===== config.mk =====
export PLATFORM = sky130hd
export DESIGN_NAME = sdram_cmd_sched_flat
export DESIGN_NICKNAME = d
export VERILOG_FILES = /design/src/rtl/sdram_cmd_sched_if.sv /design/src/rtl/sdram_cmd_sched.sv /design/src/flat_wrapper.sv
export SDC_FILE = /design/constraint.sdc
export NUM_CORES = 1
export LEC_CHECK = 0
export CORE_MARGIN = 2
export CORE_UTILIZATION = 49
export DETAILED_ROUTE_END_ITERATION = 6
export PLACE_DENSITY = 0.81
export SLEW_MARGIN = 20
export SYNTH_ARGS = -nofsm -noshare
export SYNTH_HDL_FRONTEND = slang
export SYNTH_SLANG_ARGS = --single-unit

===== constraint.sdc =====
create_clock -name clk -period 2.5 [get_ports clk]
set_input_delay 0.5 -clock clk [delete_from_list [all_inputs] [get_ports clk]]
set_output_delay 0.5 -clock clk [all_outputs]
set_load 0.02 [all_outputs]

===== src/rtl/sdram_cmd_sched_if.sv =====
`default_nettype none
// ============================================================================
// Module      : sdram_cmd_sched_if
// Description : Command/data bus between the SDRAM command scheduler and the
//               SDRAM_16bit controller. The master is the scheduler, which
//               issues commands; the slave is the controller, which acks them
//               and strobes the data beats.
// Revision    : 1.0 - initial release
// ============================================================================
interface sdram_cmd_sched_if;
  logic [1:0]  sys_cmd;
  logic [17:0] sys_addr;
  logic [1:0]  sys_cmd_ack;
  logic        sys_rd_data_valid;
  logic        sys_wr_data_valid;
  logic [15:0] sys_dout;

  modport master (
    output sys_cmd, sys_addr,
    input  sys_cmd_ack, sys_rd_data_valid, sys_wr_data_valid, sys_dout
  );

  modport slave (
    input  sys_cmd, sys_addr,
    output sys_cmd_ack, sys_rd_data_valid, sys_wr_data_valid, sys_dout
  );
endinterface
`default_nettype wire


===== src/rtl/sdram_cmd_sched.sv =====
`default_nettype none
// ============================================================================
// Module      : sdram_cmd_sched
// Description : Arbitrates video refill, cache write-back and cache fill
//               requests onto the SDRAM controller. Holds each command until
//               acked, counts beats to find the burst end, packs video read
//               beats into 32-bit words and owns the wrapping video address.
//               Optional macro SDR_FAIRNESS_EN bounds consecutive video
//               grants while a cache request waits.
// Revision    : 1.0 - initial release
// ============================================================================
module sdram_cmd_sched #(
  parameter int VID_BURSTS = 3072,
  parameter int VID_BEATS  = 16,
  parameter int LINE_BEATS = 128,
  parameter int MAX_VID    = 4
) (
  input  logic                     clk,
  input  logic                     rst,
  sdram_cmd_sched_if.master        sys,
  input  logic                     vid_need,
  input  logic                     vid_restart,
  input  logic                     cache_wr_req,
  input  logic                     cache_rd_req,
  input  logic [11:0]              wb_addr,
  input  logic [11:0]              fill_addr,
  output logic                     cache_wdata_en,
  output logic                     cache_rdata_en,
  output logic [31:0]              vq_data,
  output logic                     vq_wr,
  output logic [11:0]              vid_addr,
  output logic                     busy
);

  localparam logic [1:0] c_CMD_NOP   = 2'b00;
  localparam logic [1:0] c_CMD_WR    = 2'b01;
  localparam logic [1:0] c_CMD_RD32  = 2'b10;
  localparam logic [1:0] c_CMD_RD256 = 2'b11;

  localparam int c_MAX_BEATS = (VID_BEATS > LINE_BEATS) ? VID_BEATS : LINE_BEATS;
  localparam int c_CNT_W     = $clog2(c_MAX_BEATS + 1);
  localparam logic [c_CNT_W-1:0] c_VID_LAST  = c_CNT_W'(VID_BEATS - 1);
  localparam logic [c_CNT_W-1:0] c_LINE_LAST = c_CNT_W'(LINE_BEATS - 1);
  localparam logic [11:0]        c_VID_WRAP  = 12'(VID_BURSTS - 1);

  typedef enum logic [1:0] {S_IDLE = 2'd0, S_ISSUE = 2'd1, S_XFER = 2'd2} state_t;
  typedef enum logic [1:0] {O_VID = 2'd0, O_WB = 2'd1, O_FILL = 2'd2} owner_t;

  state_t               r_state;
  owner_t               r_owner;
  logic [1:0]           r_sys_cmd;
  logic [17:0]          r_sys_addr;
  logic [c_CNT_W-1:0]   r_beat_cnt;
  logic                 r_half;
  logic [15:0]          r_vq_low;
  logic [31:0]          r_vq_data;
  logic                 r_vq_wr;
  logic [11:0]          r_vid_addr;
  logic                 r_restart_pend;

  logic                 w_idle;
  logic                 w_xfer;
  logic                 w_cache_pend;
  logic                 w_vid_allowed;
  logic                 w_grant_vid;
  logic                 w_grant_wb;
  logic                 w_grant_fill;
  logic                 w_vid_beat;
  logic                 w_fill_beat;
  logic                 w_wb_beat;
  logic                 w_beat;
  logic                 w_last_beat;
  logic                 w_vid_owned;
  logic [11:0]          w_vid_addr_cur;
  logic [11:0]          w_vid_addr_next;

  assign w_idle       = (r_state == S_IDLE);
  assign w_xfer       = (r_state == S_XFER);
  assign w_cache_pend = cache_wr_req | cache_rd_req;

`ifdef SDR_FAIRNESS_EN
  localparam int c_STREAK_W = $clog2(MAX_VID + 1);
  logic [c_STREAK_W-1:0] r_vid_streak;

  // Video loses its priority once it has won MAX_VID grants in a row over a waiting cache request
  assign w_vid_allowed = vid_need &
                         ~(w_cache_pend && (r_vid_streak >= c_STREAK_W'(MAX_VID)));

  // Track consecutive video grants made while the cache is kept waiting
  always_ff @(posedge clk or negedge rst) begin
    if (!rst) begin
      r_vid_streak <= '0;
    end else if (!w_cache_pend) begin
      r_vid_streak <= '0;
    end else if (w_grant_vid) begin
      r_vid_streak <= r_vid_streak + 1'b1;
    end else if (w_grant_wb || w_grant_fill) begin
      r_vid_streak <= '0;
    end
  end
`else
  logic w_unused_max_vid;
  // The fairness limit has no meaning under strict priority
  assign w_unused_max_vid = (MAX_VID != 0);
  assign w_vid_allowed    = vid_need;
`endif

  assign w_grant_vid  = w_idle & w_vid_allowed;
  assign w_grant_wb   = w_idle & ~w_vid_allowed & cache_wr_req;
  assign w_grant_fill = w_idle & ~w_vid_allowed & ~cache_wr_req & cache_rd_req;

  // Only beats of the type the current owner expects are counted or forwarded
  assign w_vid_beat   = w_xfer & (r_owner == O_VID)  & sys.sys_rd_data_valid;
  assign w_fill_beat  = w_xfer & (r_owner == O_FILL) & sys.sys_rd_data_valid;
  assign w_wb_beat    = w_xfer & (r_owner == O_WB)   & sys.sys_wr_data_valid;
  assign w_beat       = w_vid_beat | w_fill_beat | w_wb_beat;
  assign w_last_beat  = w_beat &
                        ((r_owner == O_VID) ? (r_beat_cnt == c_VID_LAST)
                                            : (r_beat_cnt == c_LINE_LAST));

  // A restart while video owns the bus waits for the burst to end
  assign w_vid_owned     = ~w_idle & (r_owner == O_VID);
  assign w_vid_addr_cur  = vid_restart ? 12'd0 : r_vid_addr;
  assign w_vid_addr_next = (r_vid_addr == c_VID_WRAP) ? 12'd0 : r_vid_addr + 12'd1;

  // Scheduler FSM: grant, hold command until ack, then count the burst
  always_ff @(posedge clk or negedge rst) begin
    if (!rst) begin
      r_state        <= S_IDLE;
      r_owner        <= O_VID;
      r_sys_cmd      <= c_CMD_NOP;
      r_sys_addr     <= '0;
      r_beat_cnt     <= '0;
      r_half         <= 1'b0;
      r_vq_low       <= '0;
      r_vq_data      <= '0;
      r_vq_wr        <= 1'b0;
      r_vid_addr     <= '0;
      r_restart_pend <= 1'b0;
    end else begin
      r_vq_wr <= 1'b0;
      if (vid_restart && !w_vid_owned) begin
        r_vid_addr <= '0;
      end
      case (r_state)
        S_IDLE: begin
          if (w_grant_vid) begin
            r_sys_cmd  <= c_CMD_RD32;
            r_sys_addr <= {3'b100, w_vid_addr_cur, 3'b000};
            r_owner    <= O_VID;
            r_state    <= S_ISSUE;
          end else if (w_grant_wb) begin
            r_sys_cmd  <= c_CMD_WR;
            r_sys_addr <= {wb_addr, 6'b0};
            r_owner    <= O_WB;
            r_state    <= S_ISSUE;
          end else if (w_grant_fill) begin
            r_sys_cmd  <= c_CMD_RD256;
            r_sys_addr <= {fill_addr, 6'b0};
            r_owner    <= O_FILL;
            r_state    <= S_ISSUE;
          end
        end
        S_ISSUE: begin
          if (vid_restart && (r_owner == O_VID)) begin
            r_restart_pend <= 1'b1;
          end
          if (sys.sys_cmd_ack == r_sys_cmd) begin
            r_sys_cmd  <= c_CMD_NOP;
            r_beat_cnt <= '0;
            r_half     <= 1'b0;
            r_state    <= S_XFER;
            if (r_owner == O_VID) begin
              r_vid_addr <= w_vid_addr_next;
            end
          end
        end
        S_XFER: begin
          if (vid_restart && (r_owner == O_VID)) begin
            r_restart_pend <= 1'b1;
          end
          if (w_vid_beat) begin
            r_half <= ~r_half;
            if (!r_half) begin
              r_vq_low <= sys.sys_dout;
            end else begin
              r_vq_data <= {sys.sys_dout, r_vq_low};
              r_vq_wr   <= 1'b1;
            end
          end
          if (w_beat) begin
            r_beat_cnt <= r_beat_cnt + 1'b1;
          end
          if (w_last_beat) begin
            r_state        <= S_IDLE;
            r_restart_pend <= 1'b0;
            if ((r_owner == O_VID) && (r_restart_pend || vid_restart)) begin
              r_vid_addr <= '0;
            end
          end
        end
        default: r_state <= S_IDLE;
      endcase
    end
  end

  assign sys.sys_cmd     = r_sys_cmd;
  assign sys.sys_addr    = r_sys_addr;
  assign cache_wdata_en  = w_fill_beat;
  assign cache_rdata_en  = w_wb_beat;
  assign vq_data         = r_vq_data;
  assign vq_wr           = r_vq_wr;
  assign vid_addr        = r_vid_addr;
  assign busy            = ~w_idle;

endmodule
`default_nettype wire


===== src/flat_wrapper.sv =====
// flat-port wrapper written by rule: the top's interface ports become plain ports
module sdram_cmd_sched_flat 
#(
  parameter int VID_BURSTS = 3072,
  parameter int VID_BEATS  = 16,
  parameter int LINE_BEATS = 128,
  parameter int MAX_VID    = 4
)
  (clk, rst, vid_need, vid_restart, cache_wr_req, cache_rd_req, wb_addr, fill_addr, cache_wdata_en, cache_rdata_en, vq_data, vq_wr, vid_addr, busy, sys_sys_cmd, sys_sys_addr, sys_sys_cmd_ack, sys_sys_rd_data_valid, sys_sys_wr_data_valid, sys_sys_dout);
  sdram_cmd_sched_if sys_i ();
  input  logic clk;
  input  logic rst;
  input  logic vid_need;
  input  logic vid_restart;
  input  logic cache_wr_req;
  input  logic cache_rd_req;
  input  logic [11:0] wb_addr;
  input  logic [11:0] fill_addr;
  output logic cache_wdata_en;
  output logic cache_rdata_en;
  output logic [31:0] vq_data;
  output logic vq_wr;
  output logic [11:0] vid_addr;
  output logic busy;
  output wire logic [$bits(sys_i.sys_cmd)-1:0] sys_sys_cmd;
  output wire logic [$bits(sys_i.sys_addr)-1:0] sys_sys_addr;
  input wire logic [$bits(sys_i.sys_cmd_ack)-1:0] sys_sys_cmd_ack;
  input wire logic [$bits(sys_i.sys_rd_data_valid)-1:0] sys_sys_rd_data_valid;
  input wire logic [$bits(sys_i.sys_wr_data_valid)-1:0] sys_sys_wr_data_valid;
  input wire logic [$bits(sys_i.sys_dout)-1:0] sys_sys_dout;
  assign sys_sys_cmd = sys_i.sys_cmd;
  assign sys_sys_addr = sys_i.sys_addr;
  assign sys_i.sys_cmd_ack = sys_sys_cmd_ack;
  assign sys_i.sys_rd_data_valid = sys_sys_rd_data_valid;
  assign sys_i.sys_wr_data_valid = sys_sys_wr_data_valid;
  assign sys_i.sys_dout = sys_sys_dout;
  sdram_cmd_sched #(.VID_BURSTS(VID_BURSTS), .VID_BEATS(VID_BEATS), .LINE_BEATS(LINE_BEATS), .MAX_VID(MAX_VID)) u_core (.clk(clk), .rst(rst), .sys(sys_i), .vid_need(vid_need), .vid_restart(vid_restart), .cache_wr_req(cache_wr_req), .cache_rd_req(cache_rd_req), .wb_addr(wb_addr), .fill_addr(fill_addr), .cache_wdata_en(cache_wdata_en), .cache_rdata_en(cache_rdata_en), .vq_data(vq_data), .vq_wr(vq_wr), .vid_addr(vid_addr), .busy(busy));
endmodule

==> run summary, run 1 <==
Number of setup buffers added after CTS: 0
Vias: 3498
Post-route met1 wirelength: 4830 um
Class of the most critical setup path: reg2out
Switching Fraction: 37.5%
Drt via density: 5.68
Worst reg2reg path depth: 7
Crit path max-delay family: buffers and inverters
Clock Pin Slew Worst Setup and Hold Paths: 90 ps
CTS tree: built
Status: completed
WP buf/inv: 3
GRT overflow: 0
Setup_tns: 0 ps
Seq cells post-synth: 92
GPL Wtd Cong: 0.866
Post-synth cell types: 57
Peak VDD IR: 0.000504 V
Clock root buffer: clkbuf_8
Layout cells sized above 1: 20.9%
Flop pwr share: 36.3%
Final worst path period share: 95.4%
Max Cap Violations: 0
Row count: 34
Relative slew margins: 55.2%
Die span in x: 99.2 um
Ys flop type: dfrtp_1
Critical Path End Type: output pin
Hold Vio Cnt, Final: 0
Worst EP arrival: 1880 ps
Number of port buffers: 114
Routed wire length: 10700 um
Clock Sinks: 92
Register area share after synthesis: 51.8%
CP required: 2000 ps
Slew Viols, Final: 0
Top sig layer: met4
# diodes: 0
Clock latency on the worst-skew pair: 350 ps
Crit path cell chain: inv_1 -> ha_4 -> inv_1 -> clkdlybuf4s50_1
Placed Instances: 601
Final setup fails: 0
Die ar.: 0.00984 sq mm
TritonCTS Buffers: 9
Met2 wire length: 5070 um
Worst Setup Start Kind: register
Combinational power share: 47.3%
Min-delay worst type: in2async
Largest net degree at the start of global routing: 63
Synth area leaders: dfrtp_1 52%, mux2_2 14%, nand2_1 2.7%
Yosys top cell area share: 51.8%
Dpl hpwl: 7750 um
Initial core utilization: 50.7%
Final std cells w/o fill: 616
Post-CTS Hold Buffers: 0
Core Area: 0.00876 sq mm
Met3 WL: 640 um
Leak Pwr: 2.59 nW
Detailed Route Iter0 Violations: 189
I/O pin count: 118
Post-Syn Area: 0.00444 sq mm
Final Net Count: 560
Post-synth top cells: 92 x dfrtp_1, 55 x mux2_2, 32 x nand2_1
FF-to-FF setup slack: 170 ps
Clk buf depth: 2
Max Clock Skew: 8.26 ps
Worst-Margin Slew: 665 ps
Router iterations before antenna repair: 5
Async S/R FF share, synth: 100%
Final Util: 67.9%
Placed cell area: 0.00572 sq mm
Syn Area/Cell: 11.5 sq um
CTS H-tree lvls: 3
DRC viols: 0
Critical R2R Capture: u_core.vid_addr[11]
Max Freq: 0.419 GHz
FF-to-FF Start: u_core.r_state[0]
Antenna violations before repair: 0
First-pass GRT wire length: 17600 um
Internal: 4.12 mW
Wire length per cell: 17.3 um
Worst path slowest cell: clkdlybuf4s50_1
RSZ-0062 raised after global routing: false
Top cell by count, worst path: inv_1
Switching power: 2.48 mW
Fin crit period: 2380 ps
PD cells: 1110 mW/mm^2
Synthesis Warnings: 0
Fin Hold WS: 71.6 ps
Vias in the first global route: 3534
Crit Path Max Fanout: 10
Count leader, synth: dfrtp_1
Mapped Cells: 385
Die Ht: 99.2 um
Synth area leader: dfrtp_1
CP max stage delay: 640 ps
Area grow syn2layout: 33.9%
Routed Antenna Nets: 0
Total GRT Usage: 22.1%
Final Instance Area: 0.00595 sq mm
Clk network pwr share: 16.4%
Post-synth EDFFs: 0
## cells in the final DEF, fill, tap and decap left out, drive strengths merged, types with 5 or more instances in the layout
cell,count
o21ai,21
a22o,6
dfrtp,92
buf,14
nand2,32
nand4,5
clkbuf,9
nor3b,6
and3,16
ha,6
a21oi,12
xor2,5
clkdlybuf4s50,111
inv,11
a221o,5
mux2,55
nor2,25
nand3,15
## cell type report
| class | count | area, sq um |
|---|---|---|
| Clock buffer | 9 | 124 |
| Clock inverter | 6 | 87.6 |
| Fill cell | 673 | 2820 |
| Inverter | 9 | 33.8 |
| Multi-Input combinational cell | 265 | 2000 |
| Sequential cell | 92 | 2300 |
| Tap cell | 108 | 135 |
| Timing Repair Buffer | 127 | 1260 |
## metal layers
metal  global-route usage, %  up-vias
met1                    31.2     1712
met4                    7.48        0
met3                    3.65       12
met2                    35.0      136
li1                        -     1638
met5                       0        -
## state kept, by name, indices dropped and copies added, names as in the netlist
name and flops:
u_core.vq_data 32, u_core.r_owner 2, u_core.r_beat_cnt 8, u_core.r_state 2, u_core.r_vq_low 16, u_core.sys.sys_addr 15
u_core.vq_wr 1, u_core.sys.sys_cmd 2, u_core.r_half 1, u_core.r_restart_pend 1, u_core.vid_addr 12
## metrics by stage
step                      total power, mW  setup WS, ps
after floorplan                      4.17           468
after global placement               5.37         -15.8
after detailed placement             5.51         -60.3
after CTS                            6.61          41.9
after global routing                 7.00          14.5
final                                6.60           116
## what timing repair did
action,in CTS,in global routing
endpoints found under the setup margin,3,2
resized for setup,3,2
hold endpoints to repair,0,0
## worst max path at each step
stage	start	to	slack (ps)	depth (start not counted)
final	u_core.r_state[0]	busy	120	4
after global routing	u_core.r_state[0]	busy	10	4
after CTS	u_core.r_state[0]	cache_wdata_en	40	5
after detailed placement	sys_sys_wr_data_valid	u_core.vid_addr[7]	-60	6
after global placement	sys_sys_wr_data_valid	u_core.vid_addr[11]	-20	6
after floorplan	u_core.r_state[0]	u_core.vid_addr[11]	470	7
## logic make-up (layout without fill, tap and decap cells)
logic type	count (synthesis)	after routing	synth area share [%]
and+or+nand+nor	117	117	13.9
DFF	92	92	51.8
AOI/OAI and AO/OA	73	73	12.7
muxes	59	59	14.8
buffers and inverters	30	151	3.61
xor gates and xnor gates	7	7	1.38
adders and majority gates	6	6	1.69
other	1	3	0.0844
## worst reg2reg max path, cell delays in order (launching register included)
cell and delay [ps]:
dfrtp_1 410, inv_1 150, ha_2 280, inv_1 140
a2111oi_4 420, a31oi_4 210, a21o_1 250, a221o_1 360
## power groups by stage
stage               logic [mW]  registers [mW]  clock network, mW
floorplan                 1.36            2.81                  0
global placement          3.00            2.38                  0
detailed placement        3.09            2.42                  0
CTS                       3.11            2.40               1.11
global route              3.34            2.47               1.19
finish                    3.12            2.39               1.08
Power figures use the tool's default switching activity.
==> run 2: changes to the inputs <==
--- a/config.mk
+++ b/config.mk
@@ -8,6 +8,7 @@
 export CORE_MARGIN = 2
 export CORE_UTILIZATION = 49
 export DETAILED_ROUTE_END_ITERATION = 6
+export HOLD_SLACK_MARGIN = 0.05
 export PLACE_DENSITY = 0.81
 export SLEW_MARGIN = 20
 export SYNTH_ARGS = -nofsm -noshare
==> results of run 2 <==
No change in the layout: final DEF, timing and power equal those of run 1.
==> RTL edit (flow settings as in run 2) <==
Build with the macro `SDR_FAIRNESS_EN` defined.
--- a/src/rtl/sdram_cmd_sched.sv
+++ b/src/rtl/sdram_cmd_sched.sv
@@ -10,4 +10,6 @@
 // Revision    : 1.0 - initial release
 // ============================================================================
+`define SDR_FAIRNESS_EN
+
 module sdram_cmd_sched #(
   parameter int VID_BURSTS = 3072,
Behaviour: same outputs for any inputs over 10 cycles, from zero or initial values and one cycle with rst low; that may be too few to reach the edited logic, so the function may still have changed.
==> RTL edit against run 2 <==
Utilization up 0.76 points; synthesized cell count up 16%; final area is 0.63% higher; worst setup slack lost 0.034 ns; sequential cell count rose by 3; power fell by 3.6%; maximum frequency is 1.4% lower; routed wire length rose by 0.78%; clock skew is 0.010 ns higher; critical path depth unchanged; non-clock buffer count rose by 4; synthesized area fell by 0.85%; combinational power fell by 14%.
==> RTL edit: results <==
[timing]
finalClockSkew_ns = 0.0185
max_slew_margin = 0.465
finalSetupTns_ns = 0

[clocking]
clk_latency_ns = 0.36
cts_setup_buffers = 0
numCtsBuffers = 9
htreeDepth = 3
cts-resized-gates = 0
cts.clk_slew.worst_paths_ns = 0.11
cts_root_buf = clkbuf_8
clk_path_buf_depth = 2

[pwr]
peakVddDrop_mv = 0.555
p_leak_nw = 2.81
switchingPower_w = 0.00231

[final_layout]
drive_gt1_frac = 0.113
nFillCells = 645
largest_register_ff_count = 32
diodes = 0
final_nets = 626
final_cell_count_no_fill = 681

[grt]
met3_usage = 0.0553
grt_start_max_net_pins = 51
grt_antenna_before_repair = 0
grt_pass1_vias = 3705
grt_first_pass_wirelength_um = 18200
grt_use_total = 0.229
grtUsageMet2 = 0.371
met1_usage = 0.312

[critical_path]
crit_fanout = 3
slowest_stage = clkdlybuf4s50_1
cp_slowest_stage_delay_ns = 0.61
cp_top_family = buffers and inverters
cp.arrival_ns = 1.92

[place]
dp_cells = 666
dp_hpwl_um = 7710
port_buffers = 114
gp_congestion = 0.887
dpl_cell_area_sq_mm = 0.00572
pre_cts_slack_ns = 0.0596

[yosys]
yosys_warnings = 0
avgSynthCellArea_sq_um = 9.83
yosys-top-cells-count = nand2_1 (130), dfrtp_1 (95), nor2_1 (25)
seq_area_frac_synth = 0.540
synthArstFlopShare = 1.00
netlist-cell-type-count = 55
netlist_top_cells_area = dfrtp_1 (54%), nand2_1 (11%), mux2_2 (4.6%)

[route]
firstDrtPassIters = 4
viasPerCell = 5.59
finalWirelength_um = 10700
drt_first_iter_violations = 170

[status]
status = complete, no violations
==> RTL edit: cell types whose count changed in the layout (fill, tap and decap cells not counted), moves of 4 or more <==
cell / change
nand2_1: +98
mux2_2: -37
o221ai_1: +11
a31oi_1: +9
a22oi_1: +7
and3_1: -5
a21oi_1: -4
a222oi_1: -4
buf_4: +4
nor3b_1: -4
o21ai_0: -4
o31ai_1: +4
==> RTL edit: metal layers <==
metal  wire length, um  part of all wire
met5                 0                 0
met4               117             0.011
met3               929             0.086
met2              5070              0.47
met1              4630              0.43
==> RTL edit: logic make-up (layout without fill, tap and decap cells) <==
logic type / Yosys count / after routing / synth area share
xor gates and xnor gates: 8 / 8 / 0.0159
DFF: 95 / 95 / 0.540
and+or+nand+nor: 205 / 205 / 0.211
adders and majority gates: 7 / 7 / 0.0199
muxes: 19 / 19 / 0.0483
AOI/OAI and AO/OA: 79 / 79 / 0.129
buffers and inverters: 34 / 157 / 0.0361
other: 1 / 3 / 0.000851
==> RTL edit: power groups by stage <==
stage,Clock (W),Combinational (W),Sequential [W]
after CTS,0.00134,0.00269,0.00236
final,0.00132,0.00268,0.00236
after global routing,0.00140,0.00291,0.00243
after floorplan,0,0.00122,0.00267
after global placement,0,0.00260,0.00236
after detailed placement,0,0.00267,0.00239
==> RTL edit: through the flow <==
step	total power, W	util
after floorplan	0.00388	-
after global placement	0.00496	0.656
after detailed placement	0.00506	0.656
after CTS	0.00638	0.686
after global routing	0.00674	0.686
final	0.00636	0.686
==> RTL edit: final cells by class <==
cell class | count | area, sq um | share of cell area
Timing Repair Buffer | 131 | 1290 | 0.216
Clock inverter | 6 | 140 | 0.0234
Inverter | 11 | 41.3 | 0.00690
Tap cell | 108 | 135 | 0.0226
Sequential cell | 95 | 2380 | 0.397
Clock buffer | 9 | 124 | 0.0207
Multi-Input combinational cell | 321 | 1880 | 0.313
==> RTL edit: final timing paths <==
path,start,slack (ns),to,cells past startpoint
max,u_core.r_state[0],0.08,cache_wdata_en,4
min,rst,0.17,u_core.vq_data[24],1
max reg2reg,u_core.r_state[0],0.26,u_core.vid_addr[7],8
min reg2reg,u_core.r_vq_low[8],0.47,u_core.vq_data[8],2
max in group asynchronous,rst,1.67,u_core.sys.sys_addr[6],2
min in group clk,u_core.r_vq_low[8],0.47,u_core.vq_data[8],2
==> RTL edit: worst register-to-register path: stages (launching register included) <==
cell     delay, ns
dfrtp_1       0.40
inv_1         0.09
ha_1          0.31
nor3b_1       0.41
nand4_1       0.23
a31oi_1       0.26
buf_4         0.20
and3_1        0.16
a221o_1       0.11
